File: src/rtl/y86_pkg.sv
// Shared Y86-64 definitions: icodes, register IDs, stop codes, control FSM states.
// Constants only; no logic, latency or backpressure of its own.
package y86_pkg;

   localparam logic [3:0] IC_HALT  = 4'h0;
   localparam logic [3:0] IC_NOP   = 4'h1;
   localparam logic [3:0] IC_CMOV  = 4'h2;
   localparam logic [3:0] IC_IRMOV = 4'h3;
   localparam logic [3:0] IC_RMMOV = 4'h4;
   localparam logic [3:0] IC_MRMOV = 4'h5;
   localparam logic [3:0] IC_OPQ   = 4'h6;
   localparam logic [3:0] IC_JXX   = 4'h7;
   localparam logic [3:0] IC_CALL  = 4'h8;
   localparam logic [3:0] IC_RET   = 4'h9;
   localparam logic [3:0] IC_PUSH  = 4'hA;
   localparam logic [3:0] IC_POP   = 4'hB;

   localparam logic [3:0] NOREG_ID = 4'hF;

   localparam logic [1:0] STOP_NONE = 2'd0;
   localparam logic [1:0] STOP_HLT  = 2'd1;
   localparam logic [1:0] STOP_INS  = 2'd2;
   localparam logic [1:0] STOP_ADR  = 2'd3;

   typedef enum logic [1:0] {
      ST_IDLE = 2'd0,
      ST_RUN  = 2'd1,
      ST_HALT = 2'd2
   } state_t;

   // A bad address outranks a bad instruction, which outranks a plain hlt.
   function automatic logic [1:0] stop_encode(input logic hlt, input logic in_inst,
                                              input logic in_mem);
      if (in_mem)
         return STOP_ADR;
      else if (in_inst)
         return STOP_INS;
      else if (hlt)
         return STOP_HLT;
      else
         return STOP_NONE;
   endfunction

endpackage

File: src/rtl/sat_counter.sv
// Saturating event counter: holds at all-ones instead of wrapping.
// Latency: one cycle from inc/clear to cnt; no backpressure.
module sat_counter #(
   parameter int CNT_W = 32
) (
   input  logic             clk,
   input  logic             rst_n,
   input  logic             inc,
   input  logic             clear,
   output logic [CNT_W-1:0] cnt
);

   always_ff @(posedge clk or negedge rst_n) begin
      if (!rst_n)
         cnt <= '0;
      else if (clear)
         cnt <= '0;
      else if (inc && (cnt != {CNT_W{1'b1}}))
         cnt <= cnt + 1'b1;
   end

endmodule

File: src/rtl/pipe_hazard_ctrl.sv
// Y86-64 pipeline control: stall/bubble steering, IDLE/RUN/HALT sequencing, perf counters.
// Latency: controls are combinational same-cycle; state, stop_code, counters update on the edge; no backpressure.
module pipe_hazard_ctrl
   import y86_pkg::*;
#(
   parameter int         CNT_W = 32,
   parameter logic [3:0] NOREG = NOREG_ID
) (
   input  logic             clk,
   input  logic             rst_n,
   input  logic             start,
   input  logic [3:0]       D_icode,
   input  logic [3:0]       d_srcA,
   input  logic [3:0]       d_srcB,
   input  logic [3:0]       E_icode,
   input  logic [3:0]       E_dstM,
   input  logic             e_Cnd,
   input  logic [3:0]       M_icode,
   input  logic             m_hlt,
   input  logic             m_in_inst,
   input  logic             m_in_mem,
   input  logic             W_hlt,
   input  logic             W_in_inst,
   input  logic             W_in_mem,
   input  logic [3:0]       W_icode,
   output logic             F_stall,
   output logic             D_stall,
   output logic             W_stall,
   output logic             D_bubble,
   output logic             E_bubble,
   output logic             M_bubble,
   output logic             set_cc_en,
   output logic             halted,
   output logic [1:0]       stop_code,
   output logic [CNT_W-1:0] cyc_cnt,
   output logic [CNT_W-1:0] ret_cnt,
   output logic [CNT_W-1:0] lu_cnt,
   output logic [CNT_W-1:0] mp_cnt,
   output logic [CNT_W-1:0] rt_cnt
);

   state_t     state;
   state_t     state_nxt;
   logic [1:0] stop_code_nxt;

   logic lu;
   logic mp;
   logic rt;
   logic w_exc;
   logic mx;
   logic in_run;
   logic retire;

   assign lu = ((E_icode == IC_MRMOV) || (E_icode == IC_POP)) && (E_dstM != NOREG) &&
               ((E_dstM == d_srcA) || (E_dstM == d_srcB));
   assign mp     = (E_icode == IC_JXX) && !e_Cnd;
   assign rt     = (D_icode == IC_RET) || (E_icode == IC_RET) || (M_icode == IC_RET);
   assign w_exc  = W_hlt || W_in_inst || W_in_mem;
   assign mx     = m_hlt || m_in_inst || m_in_mem || w_exc;
   assign in_run = (state == ST_RUN);
   assign retire = in_run && !w_exc && (W_icode != IC_HALT) && (W_icode != IC_NOP);

   always_ff @(posedge clk or negedge rst_n) begin
      if (!rst_n) begin
         state     <= ST_IDLE;
         stop_code <= STOP_NONE;
      end else begin
         state     <= state_nxt;
         stop_code <= stop_code_nxt;
      end
   end

   always_comb begin
      state_nxt     = state;
      stop_code_nxt = stop_code;
      F_stall       = 1'b0;
      D_stall       = 1'b0;
      W_stall       = 1'b0;
      D_bubble      = 1'b0;
      E_bubble      = 1'b0;
      M_bubble      = 1'b0;
      set_cc_en     = 1'b0;
      halted        = 1'b0;
      case (state)
         ST_IDLE: begin
            F_stall  = 1'b1;
            D_bubble = 1'b1;
            E_bubble = 1'b1;
            M_bubble = 1'b1;
            if (start)
               state_nxt = ST_RUN;
         end
         ST_RUN: begin
            // Load/use holds D, so it must suppress the ret bubble into D.
            F_stall   = lu || rt;
            D_stall   = lu;
            D_bubble  = mp || (rt && !lu);
            E_bubble  = mp || lu;
            M_bubble  = mx;
            W_stall   = w_exc;
            set_cc_en = !mx;
            if (w_exc) begin
               state_nxt     = ST_HALT;
               stop_code_nxt = stop_encode(W_hlt, W_in_inst, W_in_mem);
            end
         end
         ST_HALT: begin
            F_stall = 1'b1;
            D_stall = 1'b1;
            W_stall = 1'b1;
            halted  = 1'b1;
         end
         default: begin
            state_nxt = ST_IDLE;
         end
      endcase
   end

   sat_counter #(.CNT_W(CNT_W)) u_cyc_cnt (
      .clk(clk), .rst_n(rst_n), .inc(in_run), .clear(1'b0), .cnt(cyc_cnt)
   );

   sat_counter #(.CNT_W(CNT_W)) u_ret_cnt (
      .clk(clk), .rst_n(rst_n), .inc(retire), .clear(1'b0), .cnt(ret_cnt)
   );

   sat_counter #(.CNT_W(CNT_W)) u_lu_cnt (
      .clk(clk), .rst_n(rst_n), .inc(in_run && lu), .clear(1'b0), .cnt(lu_cnt)
   );

   sat_counter #(.CNT_W(CNT_W)) u_mp_cnt (
      .clk(clk), .rst_n(rst_n), .inc(in_run && mp), .clear(1'b0), .cnt(mp_cnt)
   );

   sat_counter #(.CNT_W(CNT_W)) u_rt_cnt (
      .clk(clk), .rst_n(rst_n), .inc(in_run && rt && !lu), .clear(1'b0), .cnt(rt_cnt)
   );

endmodule

File: config.mk
export PLATFORM = sky130hd
export DESIGN_NAME = pipe_hazard_ctrl
export DESIGN_NICKNAME = d
export VERILOG_FILES = /design/src/rtl/y86_pkg.sv /design/src/rtl/sat_counter.sv /design/src/rtl/pipe_hazard_ctrl.sv
export SDC_FILE = /design/constraint.sdc
export NUM_CORES = 1
export LEC_CHECK = 0
export ABC_AREA = 0
export BUFFER_PORTS_ARGS = -buffer_cell sky130_fd_sc_hd__buf_2
export CAP_MARGIN = 20
export CORE_MARGIN = 2
export CORE_UTILIZATION = 30
export DETAILED_ROUTE_END_ITERATION = 10
export GPL_TIMING_DRIVEN = 0
export SLEW_MARGIN = 5
export SYNTH_ARGS = -nofsm -noshare
export SYNTH_HDL_FRONTEND = slang
export SYNTH_SLANG_ARGS = --single-unit
File: constraint.sdc
create_clock -name clk -period 2.7 [get_ports clk]
set_input_delay 0.405 -clock clk [delete_from_list [all_inputs] [get_ports clk]]
set_output_delay 0.405 -clock clk [all_outputs]
set_load 0.05 [all_outputs]
Word-level counts from Yosys, hierarchy flattened
Cells that the tools add are included.
- memories: 0
- logic and storage cells: 83
- bits in latches: 0
- register bits: 164
- bits in read-only memories: 0
- RAM bits: 0
- reductions and logical operators: 37
- divide/modulo/power cells: 0
- bitwise operators: 1
- muxes and demuxes: 14
- shift operators: 0
- add/sub/neg operators: 5
- equal/unequal tests: 19
- $mul: 0
- magnitude comparators: 0
- operators by type and width (kind ; number):
    adder 32 x 1 -> 32 bit (second input constant) ; 5
    inequality test 32 bit (second input constant) ; 5
    == test 4 bit (second input constant) ; 4
    logical AND 1 bit ; 16
    logical OR 1 bit ; 12
    case mux 1 bit (2 select lines) ; 6
    == test 4 x 3 -> 1 bit (second input constant) ; 2
    == test 4 bit ; 2
    two-way mux 2 bit ; 4
    case mux 2 bit (3 select lines) ; 1
    zero test 1 bit ; 4
    inequality test 2 bit (second input constant) ; 2
    inequality test 4 x 1 -> 1 bit (second input constant) ; 1
    inequality test 4 bit (second input constant) ; 1
    nonzero test 4 bit ; 1
    two-way mux 1 bit ; 3
    AND reduction 3 bit ; 1
    == test 2 x 1 -> 1 bit (second input constant) ; 1
    == test 2 bit (second input constant) ; 1
    zero test 2 bit ; 1
    AND reduction 2 bit ; 1
    OR reduction 2 bit ; 1
    NOT 1 bit ; 1

Longest topological paths before layout
- word-level depth: 8
- mapped depth: 9
- mapped depth without buffers: 8

By module
From an unflattened synthesis, not the netlist that was laid out.
- cell total of the unflattened synthesis: 1056
- area, all modules: 9828.2 um^2
- modules (own cells, without submodules) (module ; sequential area each (um^2) ; times used ; area an instance (um^2) ; cells an instance):
    sat_counter ; 800.8 ; 5 ; 1854.3 ; 198
    pipe_hazard_ctrl ; 100.1 ; 1 ; 556.8 ; 66

Worst setup path after synthesis
No wires, ideal clock.
- path kind: input-to-output
- from: input E_icode[1]
- to: output F_stall
- setup slack: 0.140 ns
- required time: 2.295 ns
- buffers on the path: 0
- data arrival time: 2.155 ns
- cell stages on the path: 5
- cells stage by stage: or3b_1 a21oi_2 o2111ai_2 nor2b_1 a31oi_1
- longest elaborated chain between the ends: 6
- elaborated cells between the ends (all ways): 10
- those cells by class: eq/ne (3); mux (1); reduce/logical (6)
- ends and longest elaborated chain (what ; RTL line ; text):
    start, declared ; pipe_hazard_ctrl.sv:15 ; input logic [3:0] E_icode,
    == test 4 x 3 -> 1 bit / == test 4 bit (equally long branches) ; pipe_hazard_ctrl.sv:54 ; assign lu = ((E_icode == IC_MRMOV) || (E_icode == IC_POP)) && (E_dstM != NOREG) &&
    logical OR 1 bit ; pipe_hazard_ctrl.sv:54 ;
    logical AND 1 bit (2 in series) ; pipe_hazard_ctrl.sv:54 ;
    logical OR 1 bit (*) ; pipe_hazard_ctrl.sv:95 ; F_stall = lu || rt;
    case mux 1 bit (2 select lines) (*) ; pipe_hazard_ctrl.sv:84 ; case (state)
    end, declared ; pipe_hazard_ctrl.sv:26 ; output logic F_stall,
Mark *: on every way between the ends. The rest lies on a longest branch, timed or not.

Worst setup path after layout
- from: register state[1]
- to: output D_bubble
- longest elaborated chain between the ends: 2
- elaborated cells between the ends (all ways): 3
- those cells by class: eq/ne (1); mux (1); reduce/logical (1)
- ends and longest elaborated chain (what ; RTL line ; text):
    start, declared ; pipe_hazard_ctrl.sv:42 ; state_t state;
    start signal, assigned ; pipe_hazard_ctrl.sv:68 ; state <= state_nxt;
    == test 2 x 1 -> 1 bit / zero test 2 bit (equally long branches) ; pipe_hazard_ctrl.sv:84 ;
    case mux 1 bit (2 select lines) (*) ; pipe_hazard_ctrl.sv:84 ;
    end, declared ; pipe_hazard_ctrl.sv:29 ; output logic D_bubble,
Marks and branches as above.

==> impl_metrics.yaml <==
run_status:
  status: "complete, no violations"
logic_synthesis:
  seq_area_frac_synth: 0.505
  synth_area_leaders: "dfrtp_1 (50%), xnor2_1 (10%), xor2_1 (7.0%)"
  synth_xor_area_frac: 0.170
  synth_compound_area_frac: 0.0275
  postSynthCellCount: 766
  synth_edf_count: 0
  ys.flop_type: "dfrtp_1"
  synth_cell_type_count: 60
  yosys_register_bits: 164
  synth_top_family_by_area: "simple AND/OR/NAND/NOR gates"
  synthSimpleGateAreaFrac: 0.256
  synth_top_area_frac: 0.505
  synth_common_cells: "dfrtp_1 (164), xnor2_1 (93), nand2_1 (75), xor2_1 (65), nand3_1 (62)"
  synth_fa_ha_area_frac: 0.0138
  post-synth-top-count-cell: "dfrtp_1"
  syn_avg_cell_area_um2: 10.6
  muxShareOfSynthArea: 0.0125
  yosys.area.top_type: "dfrtp_1"
  syn_nets: 813
  yosys_warnings: 0
  async_flop_share: 1.00
  synth.cell_area_mm2: 0.00813
power:
  switching_power_mw: 2.41
  p_seq_frac: 0.412
  p_int_mw: 4.33
  p_sw_frac: 0.358
  power_density_mw_per_mm2: 656
  max-vdd-ir-drop_mv: 0.595
  leakage_nw: 5.16
  pwr-share-comb: 0.228
  clkPwrFrac: 0.360
place:
  placed_cells: 1314
  portBuffers: 206
  place.gp.congestion: 0.854
  place_area_mm2: 0.00963
  dpl.hpwl_um: 15400
clocking:
  cts_num_sinks: 164
  cts_buffer_depth: 2
  clkLatencyLatePin_ns: 0.43
  clkTransAtPathRegs_ns: 0.07
  cts_tree: "done"
  clock-root-buffer: "clkbuf_16"
  htree_num_levels: 4
  numCtsBuffers: 17
timing:
  relSlewSlack: 0.537
  fin_crit_sh: 0.930
  finalMaxSlewViolations: 0
  setup_viol: 0
  max_freq_mhz: 398
  layout_min_cycle_time_ns: 2.51
  grt_setup_unrepaired: "false"
  skew_ns: 0.0140
  hold_violations: 0
  timing_worst_slew_pin_value_ns: 0.695
  holdWs_ns: 0.277
final_layout:
  final_nets: 1041
  syn_to_final_growth_pct: 26.2
  fin_cells: 1349
  fin_area_mm2: 0.0103
  drive_gt1_frac: 0.276
  fillers: 2690
setup_path:
  worstPathArrival_ns: 2.11
  cp-start-kind: "register"
  crit_type: "reg2out"
  r2r_setup_slack_ns: 0.32
  reg2reg_depth: 8
  critPathRequiredTime_ns: 2.30
  path_max_fanout: 10
  rr_startpoint: "state[1]"
  cp-end-kind: "primary output"
  worstReg2RegEnd: "u_mp_cnt.cnt[24]"
drt:
  wl_per_cell_um: 15.5
  detail_route.drc_violations: 0
  vias_per_cell: 4.91
  wl_um: 20900
  vias: 6623
  first_iter_violations: 381
  ant_nets: 0
  drt_first_pass_iters: 4
global_route:
  antenna_found_initial: 3
  grt_pass1_wl_um: 34600
  track_usage: 0.150
  grt_pass1_vias: 6487
  overflow: 0
  grt_max_degree: 96
min_path:
  hold_path_class: "in2reg"
  whs_endpoint: "state[0]"
  min_from: "start"
  hold_depth: 3
job:
  drv_cap: 0
floorplanning:
  die_h_um: 169
  ios: 208
  core-area_mm2: 0.0268
  dieArea_mm2: 0.0284
  placementRows: 60
  die_w_um: 169
  start_util: 0.303
## how the worst max path moves through the flow
stage / cells after the start / end / start
2_1_floorplan: 5 / F_stall / E_icode[1]
3_3_place_gp: 1 / u_rt_cnt.cnt[26] / rst_n
3_5_place_dp: 9 / u_ret_cnt.cnt[31] / state[1]
4_1_cts: 6 / W_stall / state[1]
5_1_grt: 7 / D_bubble / state[1]
6_report: 7 / D_bubble / state[1]
## final cells by class
type                    count  area, µm²  share of cell area
clock buffers              18        439              0.0428
plain buffers              16       76.3             0.00744
repair buffers            210       1100               0.107
multi-input cells         573       3930               0.383
well taps                 341        427              0.0416
clock inverters            13        140              0.0137
diodes                      2       5.00            0.000488
flip-flops and latches    164       4100               0.400
inverters                  12       45.0             0.00439
## stage by stage
stage / TNS (ns) / power (mW) / worst slack (ns) / util
after floorplan: 0 / 3.86 / 0.140 / -
after detailed placement: -12.37 / 4.34 / -0.605 / 0.359
after CTS: 0 / 6.84 / 0.0129 / 0.382
final: 0 / 6.74 / 0.189 / 0.383
after global routing: 0 / 7.06 / 0.0319 / 0.383
after global placement: -257.85 / 4.32 / -1.53 / 0.358
## per-layer routing
metal | part of all wire | track usage | up-vias
met5 | 0.00077 | 0 | -
met4 | 0.016 | 0.0439 | 2
met3 | 0.054 | 0.0393 | 19
met2 | 0.47 | 0.242 | 159
met1 | 0.46 | 0.200 | 3259
li1 | - | - | 3184
## flip-flops by register name, summed over array words and instances (netlist names)
name / flops
u_cyc_cnt.cnt: 32
u_lu_cnt.cnt: 32
u_rt_cnt.cnt: 32
stop_code: 2
state: 2
u_mp_cnt.cnt: 32
u_ret_cnt.cnt: 32
## worst max-delay path, stage by stage, from the launching register on
cell	delay, ns
dfrtp_1	0.39
inv_1	0.10
ha_4	0.21
o31ai_1	0.13
nand2b_1	0.29
buf_2	0.27
nand2_1	0.09
buf_4	0.20
## power by group through the flow
stage | Clock [mW] | Sequential [mW] | Combinational, mW
floorplan | 0 | 3.22 | 0.633
global placement | 0 | 2.81 | 1.50
detailed placement | 0 | 2.82 | 1.53
CTS | 2.52 | 2.77 | 1.55
global route | 2.62 | 2.80 | 1.64
finish | 2.43 | 2.77 | 1.53
## cell families (layout without fill, tap and decap cells)
logic type | Yosys count | count (layout)
AO/OA/AOI/OAI | 31 | 31
XOR/XNOR | 158 | 158
adder cells (fa/ha/maj) | 9 | 9
buffers and inverters | 29 | 269
flip-flops | 164 | 164
multiplexers | 9 | 9
other | 0 | 2
AND/OR/NAND/NOR | 366 | 366
## layout by cell type (no fill, tap or decap), types with 4 or more instances in the layout
| cell type | instances |
|---|---|
| a21oi_1 | 9 |
| and2_1 | 11 |
| and3_1 | 37 |
| and4_1 | 21 |
| buf_2 | 210 |
| clkbuf_1 | 7 |
| clkbuf_16 | 17 |
| dfrtp_1 | 164 |
| ha_1 | 8 |
| inv_1 | 12 |
| inv_6 | 4 |
| mux2_2 | 8 |
| nand2_1 | 75 |
| nand3_1 | 62 |
| nand4_1 | 44 |
| nor2_1 | 40 |
| nor3_1 | 26 |
| nor4_1 | 14 |
| xnor2_1 | 93 |
| xor2_1 | 65 |
## timing repair
item / CTS / global route
endpoints found under the hold margin: 69 / 0
hold buffers: 1 / 0
setup endpoints to repair: 38 / 13
buffers inserted: 0 / 2
gates resized for setup: 5 / 3
Note: power is estimated with default switching activity, not from simulation.
